===== config.mk =====
export PLATFORM = sky130hd
export DESIGN_NAME = nibble_serial_compare
export DESIGN_NICKNAME = d
export VERILOG_FILES = /design/src/rtl/nibble_serial_compare.sv
export SDC_FILE = /design/constraint.sdc
export NUM_CORES = 1
export LEC_CHECK = 0
export CELL_PAD_IN_SITES_DETAIL_PLACEMENT = 1
export CELL_PAD_IN_SITES_GLOBAL_PLACEMENT = 1
export CORE_MARGIN = 2
export CORE_UTILIZATION = 44
export CTS_BUF_LIST = sky130_fd_sc_hd__clkbuf_16
export DETAILED_ROUTE_END_ITERATION = 12
export PLACE_DENSITY = 0.85
export SYNTH_ARGS = -nofsm -noshare
export SYNTH_HDL_FRONTEND = slang
export SYNTH_SLANG_ARGS = --single-unit

===== constraint.sdc =====
create_clock -name clk -period 4.8 [get_ports clk]
set_clock_uncertainty 0.1 [all_clocks]
set_input_delay 0.96 -clock clk [delete_from_list [all_inputs] [get_ports clk]]
set_output_delay 0.96 -clock clk [all_outputs]
set_load 0.05 [all_outputs]

===== src/rtl/nibble_serial_compare.sv =====
// Iterative WIDTH-bit magnitude comparator: one 4-bit compare slice scans the
// operands MSB-first and stops at the first differing nibble. Cascade inputs
// resolve the fully-equal case.
module nibble_serial_compare #(
  parameter  int WIDTH = 16,
  localparam int NIB   = WIDTH / 4,
  localparam int CW    = $clog2(NIB + 1)
) (
  input  logic             clk,
  input  logic             rst,
  input  logic             in_valid,
  output logic             in_ready,
  input  logic [WIDTH-1:0] a,
  input  logic [WIDTH-1:0] b,
  input  logic             casc_lt_in,
  input  logic             casc_eq_in,
  input  logic             casc_gt_in,
  input  logic             flush,
  output logic             out_valid,
  input  logic             out_ready,
  output logic             lt,
  output logic             eq,
  output logic             gt,
  output logic [CW-1:0]    cycles
);

  localparam int IW = (NIB > 1) ? $clog2(NIB) : 1;

  typedef enum logic [1:0] {IDLE, SCAN, DONE} state_t;

  state_t           state_q, state_d;
  logic [WIDTH-1:0] a_q, a_d, b_q, b_d;
  logic [2:0]       casc_q, casc_d;   // {lt, eq, gt}
  logic [2:0]       res_q, res_d;     // {lt, eq, gt}
  logic [IW-1:0]    idx_q, idx_d;
  logic [CW-1:0]    count_q, count_d;
  logic [3:0]       nib_a, nib_b;

  // Current nibble pair selected by the scan index.
  assign nib_a = 4'(a_q >> {idx_q, 2'b00});
  assign nib_b = 4'(b_q >> {idx_q, 2'b00});

  always_comb begin
    // NOTE: every combinational output gets a default first so no path can
    // leave it unassigned; that is what keeps this block from inferring latches.
    state_d = state_q;
    a_d     = a_q;
    b_d     = b_q;
    casc_d  = casc_q;
    res_d   = res_q;
    idx_d   = idx_q;
    count_d = count_q;

    unique case (state_q)
      IDLE: begin
        if (in_valid) begin
          a_d     = a;
          b_d     = b;
          casc_d  = {casc_lt_in, casc_eq_in, casc_gt_in};
          idx_d   = IW'(NIB - 1);
          count_d = '0;
          state_d = SCAN;
        end
      end
      SCAN: begin
        count_d = count_q + 1'b1;
        if (nib_a != nib_b) begin
          res_d   = (nib_a > nib_b) ? 3'b001 : 3'b100;
          state_d = DONE;
        end else if (idx_q == '0) begin
          // Equal words: eq wins, then gt, then lt; no cascade input means equal.
          if (casc_q[1])      res_d = 3'b010;
          else if (casc_q[0]) res_d = 3'b001;
          else if (casc_q[2]) res_d = 3'b100;
          else                res_d = 3'b010;
          state_d = DONE;
        end else begin
          idx_d = idx_q - 1'b1;
        end
      end
      DONE: begin
        if (out_ready) begin
          res_d   = '0;
          state_d = IDLE;
        end
      end
      default: state_d = IDLE;
    endcase

    // Flush overrides both the accept and the output handshake.
    if (flush) begin
      res_d   = '0;
      state_d = IDLE;
    end
  end

  // NOTE: state is updated with non-blocking assignments so every register
  // samples the pre-edge values, independent of statement order.
  always_ff @(posedge clk or posedge rst) begin
    if (rst) begin
      state_q <= IDLE;
      a_q     <= '0;
      b_q     <= '0;
      casc_q  <= '0;
      res_q   <= '0;
      idx_q   <= '0;
      count_q <= '0;
    end else begin
      state_q <= state_d;
      a_q     <= a_d;
      b_q     <= b_d;
      casc_q  <= casc_d;
      res_q   <= res_d;
      idx_q   <= idx_d;
      count_q <= count_d;
    end
  end

  assign in_ready     = (state_q == IDLE) && !rst;
  assign out_valid    = (state_q == DONE);
  assign {lt, eq, gt} = res_q;
  assign cycles       = count_q;

endmodule


=== Word level (Yosys, flattened, before mapping) ===
Cells that the tools add are included.

* Register bits after elaboration: 45
* Logic and storage cells: 53
* Output and inout port bits: 8
* Input port bits: 40

* Reduce and logical (&&, ||, !) cells: 11
* Add/sub/neg operators: 2
* Muxes and demuxes: 21
* Equal/unequal tests: 9
* Shifts and indexed selects: 2
* Magnitude comparators: 1

{| class="wikitable"
|+ Operator list
! kind !! count
|-
| 16-bit by 4-bit >> shifter with 4-bit output || 2
|-
| 3-bit two-way mux || 9
|-
| 2-bit two-way mux || 8
|-
| 3-bit one-hot mux with 2 select lines || 2
|-
| 2-bit != test (second input constant) || 3
|-
| 2-bit one-hot mux with 3 select lines || 1
|-
| 3-bit AND reduction || 2
|-
| 4-bit greater-than comparator || 1
|-
| 2-bit logical NOT || 2
|-
| 4-bit != test || 1
|-
| 4-bit != test (second input constant) || 1
|-
| 2-bit one-hot mux with 2 select lines || 1
|-
| 2-bit AND reduction || 2
|-
| 4-bit AND reduction || 1
|-
| 3-bit by 1-bit adder with 3-bit output (second input constant) || 1
|-
| 3-bit by 2-bit != test with 1-bit output (second input constant) || 1
|-
| 3-bit != test (second input constant) || 1
|-
| 3-bit nonzero test || 1
|-
| 2-bit by 1-bit == test with 1-bit output (second input constant) || 1
|-
| 2-bit == test (second input constant) || 1
|-
| 2-bit nonzero test || 1
|-
| 2-bit by 1-bit subtractor with 2-bit output (second input constant) || 1
|-
| 1-bit logical AND || 1
|-
| 1-bit logical NOT || 1
|}

=== Longest topological paths before layout ===
Gate-level depths: netlist (run 1).

* Word-level depth: 7
* Mapped depth: 8
* Mapped depth without buffers: 7

=== Least setup slack after synthesis (run 1) ===
OpenSTA, ideal clock, no wires.

* Kind: input -> output
* Start point: in rst
* End point: out in_ready
* Data required time: 3740 ps
* Buffers on the path: 0
* Arrival: 2005 ps
* Stages on the path: 1
* Setup slack: 1735 ps
* Path through: nor3_1

* Word-level cells in the longest chain between the ends: 2

{| class="wikitable"
|+ RTL lines
! element !! RTL line !! RTL
|-
| from (decl) || 10 || <nowiki>input logic rst,</nowiki>
|-
| 1-bit logical NOT || 119 || <nowiki>assign in_ready = (state_q == IDLE) && !rst;</nowiki>
|-
| 1-bit logical AND || 119 ||
|-
| to (decl) || 12 || <nowiki>output logic in_ready,</nowiki>
|}

No other way between the ends.

=== Worst setup path in the final report (run 1) ===
Ends and elaborated chain as after synthesis.

==> run_results.csv, run 1 <==
group,metric,value,unit
synth,synthCells,154,
timing,slew_headroom,56.9,%
critical_path,crit_slowest_cell,"clkdlybuf4s50_1",
final_layout,diodes,0,
critical_path,crit_fanout,2,
final_layout,syn2layout_area_growth,30.9,%
floorplanning,core-area,4750,sq um
synth,seq_area_frac_synth,51.4,%
timing,rsz0062_at_grt,"false",
floorplanning,die_y,74.6,um
final_layout,layout-drive-gt1-share,28.9,%
global_routing,antenna_found_initial,0,
routing,totalWireLength,4.71,mm
global_routing,grt_pass1_vias,1679,
critical_path,regToRegSetupSlack,1830,ps
critical_path,arrival,2340,ps
placement,gp_congestion,0.707,
critical_path,crit_chain,"clkdlybuf4s50_1 > nor3_1 > clkdlybuf4s50_1",
timing,tightestPinTransition,646,ps
timing,timing.final.crit_share,70.9,%
routing,first_pass_iters,5,
pwr,p_per_area,527,nW/um^2
floorplanning,die_area,5560,sq um
timing,finalSetupViolCount,0,
synth,netlist_area,2190,sq um
placement,hpwl,3.47,mm
timing,fin_setup_tns,0,ps
clock_network,ctsHoldBuffers,0,
synth,syn_avg_cell_area,14.2,sq um
clock_network,clockBufferDepth,2,
synth,ys_types,34,
min_path,hold_path_class,"reg -> reg",
placement,pre_cts_slack,1390,ps
critical_path,worst_setup_path_end_kind,"output pin",
pwr,peakVddDrop,0.235,mV
clock_network,cts_resized,0,
status,outcome,"complete, no violations",
timing,fin_ws,1400,ps
clock_network,clock-sinks,45,
floorplanning,ios,48,
routing,avgViaCountPerCell,5.34,
clock_network,cts_tree,"yes",
timing,holdWs,394,ps
synth,ys_warn_count,0,
critical_path,required,3740,ps
floorplanning,die_x,74.6,um
routing,vias,1447,
clock_network,clk_pin_slew_worst_paths,60,ps
critical_path,critical_path_class,"in -> out",
synth,synth-edff-count,0,
synth,synth_fp_nets,200,
routing,wl_per_cell,17.4,um
clock_network,cts-root-buf,"clkbuf_16",
routing,detail-route-antenna-nets,0,
floorplanning,row_count,25,
critical_path,slowest_delay,830,ps
global_routing,globalRouteTotalUtil,19.3,%
global_routing,grt_max_degree,46,
timing,slew_violations,0,
timing,finalHoldViolCount,0,
routing,drc_errors,0,
clock_network,clkLatencyLatePin,290,ps
global_routing,grt-ovfl-total,0,
synth,synth_flop_cell,"dfrtp_1",
flow_run,max_cap_viol_count,0,
clock_network,htreeDepth,2,
timing,min_period,3400,ps
synth,ys_ff_latch,45,
critical_path,startpoint_type,"primary input",
critical_path,crit_path_frequent_cell,"clkdlybuf4s50_1",
final_layout,seq_area,1130,sq um
final_layout,multi_input_area,975,sq um
final_layout,nets,249,
placement,io_buffers,47,
clock_network,cts_setup_buffers,0,
pwr,p_leak,1.22,nW
global_routing,grt_pass1_wl,7.87,mm
final_layout,fill_cells,482,
floorplanning,start_util,46.1,%
synth,ys_async_sr_fraction,100,%
timing,clock.fmax,0.294,GHz
clock_network,cts_buffers,5,
routing,first_iter_violations,52,
cells by family (layout without fill, tap and decap cells):
logic type | Yosys count | in the layout | synth area share [%]
AOI/OAI and AO/OA | 18 | 18 | 6.45
DFF | 45 | 45 | 51.4
adders and majority gates | 6 | 6 | 3.42
buffers and inverters | 16 | 66 | 4.39
muxes | 46 | 46 | 27.9
and+or+nand+nor | 23 | 23 | 6.51
report_power, final:
group	switching, mW	total [mW]	internal [mW]
combinational	0.269	0.565	0.295
sequential	0.0873	0.570	0.483
clock	0.138	0.379	0.242
total	0.494	1.51	1.02
cell usage in the layout, fill, tap and decap left out, drive strengths merged, types with 3 or more instances in the layout:
cell type	n
nor3	4
clkdlybuf4s50	47
dfrtp	45
clkbuf	5
ha	6
mux2	37
nand2b	4
inv	8
mux4	8
o21ai	6
buf	3
nor2	7
per-layer routing:
layer	wire length (um)	track usage [%]	vias up	part of all wire [%]
li1	-	-	658	-
met1	1790	22.0	735	38
met2	2620	35.5	43	56
met3	201	3.39	11	4.3
met4	91	7.94	0	1.9
met5	0	0	-	0
critical path: cells and delay by family:
kind	cells	cell delay (ps)
buffers and inverters	2	1250
and+or+nand+nor	1	130
per-stage QoR:
stage / power [mW] / utilization, % / instance area, sq um / instances
finish: 1.51 / 60.4 / 2870 / 271
floorplan: 0.974 / - / 2190 / 154
global placement: 1.09 / 56.9 / 2710 / 263
CTS: 1.53 / 60.4 / 2870 / 271
detailed placement: 1.14 / 56.9 / 2710 / 263
global route: 1.61 / 60.4 / 2870 / 271
sequential cells by signal, summed over array words and instances (netlist names):
name	flops
b_q	16
state_q	2
res_q	3
casc_q	3
idx_q	2
a_q	16
cycles	3
final timing paths:
kind,from,endpoint,depth (start not counted)
min reg2reg,res_q[0],res_q[0],1
min,res_q[0],res_q[0],1
max,rst,in_ready,3
min in group asynchronous,rst,state_q[0],3
max reg2reg,idx_q[0],res_q[1],6
max in group asynchronous,rst,b_q[10],3
Yosys cell counts (2+ instances only):
cell type | instances | share of area (%)
o21ai_0 | 6 | 1.4
a22o_1 | 2 | 0.80
nor3_1 | 4 | 0.91
mux2_2 | 36 | 18
a22oi_1 | 2 | 0.68
nor2_1 | 7 | 1.2
dfrtp_1 | 45 | 51
nand2b_1 | 3 | 0.86
mux4_2 | 8 | 8.2
ha_1 | 6 | 3.4
buf_6 | 4 | 2.1
inv_1 | 8 | 1.4
o31ai_1 | 2 | 0.68
cell type report:
type	count	share of cell area, %
clock buffers	5	4.36
clock inverters	3	1.31
well taps	67	2.92
repair buffers	50	17.2
flip-flops and latches	45	39.2
inverters	8	1.05
multi-input cells	93	34.0
No activity file was read; power rests on OpenSTA's default activity.
==> run 2: changes to the inputs <==
Settings changed: CORE_UTILIZATION 44 to 41, PLACE_DENSITY 0.85 to 0.8.
Clock period 4.8 ns to 3.4 ns, I/O delays scaled along.
==> run 2 against run 1 <==
  * Register-to-register slack worse by 1300 ps
  * Clock power rose by 25%
  * Cell count is 1.1% higher
  * Utilization down 4.8 points
  * Sequential share of layout area is 0.22 points higher
  * First-iteration DRC count fell by 42%
  * Via count shrank 2.1%
  * Flip-flop and latch count did not move
  * Highest routed layer unchanged
  * Design area decreased by 0.57%
  * Non-clock buffer count unchanged
  * Die area rose by 6.9%
  * Worst hold slack improved by 14 ps
==> run_results.csv, run 2 (synthesis results as in run 1) <==
group,metric,value,unit
min_path,worstHoldStart,"b_q[13]",
min_path,min_to,"b_q[13]",
routing,vias,1416,
critical_path,arrival,2940,ps
critical_path,slowest_delay,700,ps
global_routing,grt_max_degree,25,
clock_network,clkLatencyLatePin,290,ps
final_layout,final_cell_mix,"clkdlybuf4s50_1 (47), dfrtp_1 (45), mux2_2 (36)",
floorplanning,row_count,26,
pwr,peakVddDrop,0.307,mV
timing,slew_headroom,47.1,%
critical_path,startpoint_type,"flip-flop",
global_routing,grt_pass1_wl,7.95,mm
floorplanning,die_x,77.1,um
critical_path,crit_fanout,10,
clock_network,cts_buffers,5,
final_layout,multi_input_area,975,sq um
placement,hpwl,3.57,mm
timing,fin_setup_tns,0,ps
placement,place_area,2710,sq um
routing,drc_errors,0,
flow_run,max_cap_viol_count,0,
clock_network,clk_pin_slew_worst_paths,60,ps
floorplanning,core-area,5140,sq um
timing,holdWs,407,ps
critical_path,worst_setup_path_end_kind,"flip-flop",
floorplanning,die_y,77.1,um
final_layout,layout-drive-gt1-share,29.9,%
routing,first_iter_violations,30,
timing,finalHoldViolCount,0,
floorplanning,start_util,42.6,%
status,outcome,"complete, no violations",
placement,gp_congestion,0.761,
timing,min_period,2860,ps
routing,first_pass_iters,4,
clock_network,cts_resized,0,
final_layout,seq_area,1130,sq um
clock_network,cts_tree,"yes",
final_layout,syn2layout_area_growth,30.2,%
placement,io_buffers,47,
clock_network,clockBufferDepth,2,
critical_path,ff2ff_path_depth,6,
min_path,holdPathStages,1,
timing,timing.final.crit_share,84.3,%
critical_path,regToRegSetupSlack,540,ps
min_path,hold_path_class,"reg -> reg",
final_layout,final_area,2850,sq um
timing,clock.fmax,0.349,GHz
floorplanning,ios,48,
final_layout,nets,249,
clock_network,cts-root-buf,"clkbuf_16",
global_routing,globalRouteTotalUtil,17.6,%
routing,avgViaCountPerCell,5.17,
critical_path,r2r-end,"res_q[1]",
pwr,p_per_area,719,nW/um^2
timing,slew_violations,0,
clock_network,clock-sinks,45,
final_layout,top_regs,"a_q (16), b_q (16)",
clock_network,ctsHoldBuffers,0,
pwr,p_leak,1.21,nW
routing,totalWireLength,4.69,mm
critical_path,crit_chain,"mux4_2 > ha_1 > and4_4 > nand2b_4 > a221oi_4 > mux2_4",
critical_path,crit_slowest_cell,"dfrtp_1",
final_layout,diodes,0,
critical_path,critical_path_class,"reg -> reg",
clock_network,cts_setup_buffers,0,
global_routing,grt_pass1_vias,1644,
final_layout,final_common_cell,"clkdlybuf4s50_1",
clock_network,htreeDepth,2,
critical_path,required,3470,ps
final_layout,final_core_utilization,55.5,%
routing,wl_per_cell,17.1,um
critical_path,rr_startpoint,"idx_q[0]",
timing,tightestPinTransition,789,ps
routing,detail-route-antenna-nets,0,
timing,rsz0062_at_grt,"false",
global_routing,antenna_found_initial,0,
floorplanning,die_area,5950,sq um
global_routing,grt-ovfl-total,0,
final_layout,fill_cells,551,
timing,finalSetupViolCount,0,
## run 2: cell types whose count changed in the layout (fill, tap and decap cells not counted), sizes merged
cell      before  now
inv            8    7
bufinv         1    0
clkinv         2    3
clkinvlp       0    1
## run 2: worst max-delay path, delay by kind of cell (launching register included)
kind | cells | cell delay [ps]
muxes | 2 | 910
DFF | 1 | 700
AOI/OAI and AO/OA | 1 | 330
and+or+nand+nor | 2 | 370
adders and majority gates | 1 | 340
## run 2: through the flow
step | power [mW] | setup slack, ps | std cells
2_1_floorplan | 1.38 | 827 | 154
3_3_place_gp | 1.55 | 559 | 266
3_5_place_dp | 1.60 | 536 | 266
4_1_cts | 2.08 | 516 | 274
5_1_grt | 2.19 | 391 | 274
6_report | 2.05 | 535 | 274
## run 2: area by class of cell
type                            count  share of cell area [%]
Inverter                            8                    1.05
Tap cell                           70                    3.07
Timing Repair Buffer               50                    17.3
Clock inverter                      3                   0.614
Sequential cell                    45                    39.5
Clock buffer                        5                    4.38
Multi-Input combinational cell     93                    34.2
## run 2: power by group
part | internal, mW | leakage (nW) | total, mW | switching [mW]
sequential | 0.682 | 0.534 | 0.807 | 0.125
clock | 0.269 | 0.0696 | 0.473 | 0.204
combinational | 0.415 | 0.602 | 0.773 | 0.358
## run 2: worst max path at each step
stage / to / from / cells past startpoint
6_report: res_q[1] / idx_q[0] / 6
5_1_grt: res_q[1] / idx_q[0] / 6
4_1_cts: res_q[1] / idx_q[0] / 6
3_5_place_dp: res_q[1] / idx_q[0] / 6
3_3_place_gp: in_ready / rst / 3
2_1_floorplan: res_q[1] / idx_q[0] / 7
## run 2: per-layer routing
| layer | vias up | global-route usage, % | routed length, um |
|---|---|---|---|
| li1 | 657 | - | - |
| met1 | 717 | 19.6 | 1880 |
| met2 | 35 | 32.1 | 2530 |
| met3 | 7 | 3.53 | 196 |
| met4 | 0 | 8.04 | 85 |
| met5 | - | 0 | 0 |
==> run 3: changes to the inputs <==
Settings changed: CORE_UTILIZATION 41 to 37, PLACE_DENSITY 0.8 to 0.76.
Clock period 3.4 ns to 2.5 ns, I/O delays scaled along.
==> run 3 against run 2 <==
  * Combinational power up 76%
  * Maximum frequency up 13%
  * Design area up 6.4%
  * Highest routed layer unchanged
  * Setup slack worse by 570 ps
  * The run now ends with negative setup slack left
==> run_results.csv, run 3 (synthesis results as in run 1) <==
group,metric,value,unit
placement,gp_congestion,0.774,
clock_network,cts_buffers,5,
placement,hpwl,3.49,mm
critical_path,slowest_delay,540,ps
placement,pre_cts_slack,-53.5,ps
routing,detail-route-antenna-nets,0,
final_layout,diodes,0,
pwr,p_per_area,1050,nW/um^2
final_layout,top_regs,"a_q (16), b_q (16)",
final_layout,nets,258,
global_routing,grt_pass1_vias,1671,
floorplanning,die_y,81.0,um
timing,finalSetupViolCount,1,
clock_network,cts-root-buf,"clkbuf_16",
timing,rsz0062_at_grt,"true",
critical_path,startpoint_type,"flip-flop",
routing,first_pass_iters,4,
routing,first_iter_violations,96,
floorplanning,die_x,81.0,um
global_routing,grt-ovfl-total,0,
clock_network,htreeDepth,2,
clock_network,clk_pin_slew_worst_paths,60,ps
timing,tightestPinTransition,581,ps
global_routing,grt_pass1_wl,8.35,mm
routing,drc_errors,0,
clock_network,clkLatencyLatePin,290,ps
floorplanning,row_count,28,
timing,fin_ws,-30.3,ps
pwr,p_leak,1.28,nW
critical_path,crit_chain,"buf_12 > mux4_2 > ha_4 > and4_4 > nand2b_4 > a221oi_4 > mux2_4",
critical_path,critical_path_class,"reg -> reg",
flow_run,max_cap_viol_count,0,
critical_path,ff2ff_path_depth,7,
timing,fin_setup_tns,-30.3,ps
critical_path,arrival,2600,ps
global_routing,globalRouteTotalUtil,17.3,%
min_path,hold_path_class,"reg -> reg",
critical_path,critical_path_cell_count,7,
timing,min_period,2530,ps
timing,finalHoldViolCount,0,
final_layout,syn2layout_area_growth,38.6,%
min_path,holdPathStages,1,
clock_network,clock-sinks,45,
routing,wl_per_cell,17.0,um
placement,io_buffers,47,
status,outcome,"finished, violations left",
clock_network,ctsHoldBuffers,0,
critical_path,worst_setup_path_end_kind,"flip-flop",
timing,slew_headroom,61.3,%
critical_path,critPathBufInv,1,
floorplanning,die_area,6560,sq um
final_layout,final_cell_mix,"dfrtp_1 (45), clkdlybuf4s50_1 (45), mux2_2 (36)",
routing,vias,1473,
status,violations,"negative setup slack",
final_layout,fill_cells,619,
final_layout,layout-drive-gt1-share,36.6,%
clock_network,clockBufferDepth,2,
clock_network,cts_tree,"yes",
routing,avgViaCountPerCell,5.11,
critical_path,crit_slowest_cell,"mux4_2",
critical_path,required,2570,ps
global_routing,antenna_found_initial,0,
critical_path,critPathTopFamily,"multiplexers",
timing,timing.final.crit_share,101,%
critical_path,crit_fanout,8,
timing,clock.fmax,0.395,GHz
timing,slew_violations,0,
floorplanning,ios,48,
floorplanning,start_util,37.7,%
floorplanning,core-area,5820,sq um
global_routing,grt_max_degree,46,
pwr,peakVddDrop,0.487,mV
routing,totalWireLength,4.91,mm
[run 3: cell types whose count changed in the layout (fill, tap and decap cells not counted), moves of 2 or more]
cell             previous run  this run
ha_1                        6         2
buf_12                      0         2
ha_4                        0         4
clkdlybuf4s50_1            47        45
clkinv_2                    2         0
buf_4                       3        12
[run 3: what timing repair did]
item	4_1_cts	5_1_grt
buffers inserted	3	1
resized for setup	4	4
endpoints found under the setup margin	1	5
pin swaps	4	5
endpoints found under the hold margin	0	0
[run 3: metal layers]
| metal | GRT usage, % | wire length (um) |
|---|---|---|
| met1 | 21.1 | 2080 |
| met2 | 29.7 | 2560 |
| met3 | 3.78 | 190 |
| met4 | 7.12 | 87 |
| met5 | 0 | 0 |
[run 3: power breakdown]
group | switching (mW) | leakage (nW) | internal [mW]
clock | 0.272 | 0.0852 | 0.469
sequential | 0.154 | 0.534 | 0.928
combinational | 0.609 | 0.661 | 0.751
total | 1.03 | 1.28 | 2.15
[run 3: stage by stage]
step / hold WS, ps / total power [mW] / cell area, sq um / std cells / util (%)
floorplan: 375 / 1.87 / 2190 / 154 / -
global placement: 387 / 2.20 / 2780 / 276 / 47.7
detailed placement: 390 / 2.25 / 2780 / 276 / 47.7
CTS: 405 / 3.15 / 3020 / 287 / 51.9
global route: 421 / 3.39 / 3040 / 288 / 52.2
finish: 403 / 3.18 / 3040 / 288 / 52.2
[run 3: layout make-up]
class	count	area [sq um]	area share [%]
Inverter	8	30.0	0.988
Tap cell	75	93.8	3.09
Sequential cell	45	1130	37.1
Timing Repair Buffer	59	581	19.1
Multi-Input combinational cell	93	1040	34.2
Clock buffer	5	125	4.12
Clock inverter	3	42.5	1.40
[run 3: path summary, 6_finish.rpt]
path / startpoint / end / slack, ps
hold / removal: b_q[11] / b_q[11] / 400
setup reg to reg: idx_q[0] / res_q[1] / -30
min in group asynchronous: rst / casc_q[0] / 630
hold reg to reg: b_q[11] / b_q[11] / 400
setup / recovery: idx_q[0] / res_q[1] / -30
max in group asynchronous: rst / idx_q[1] / 1280
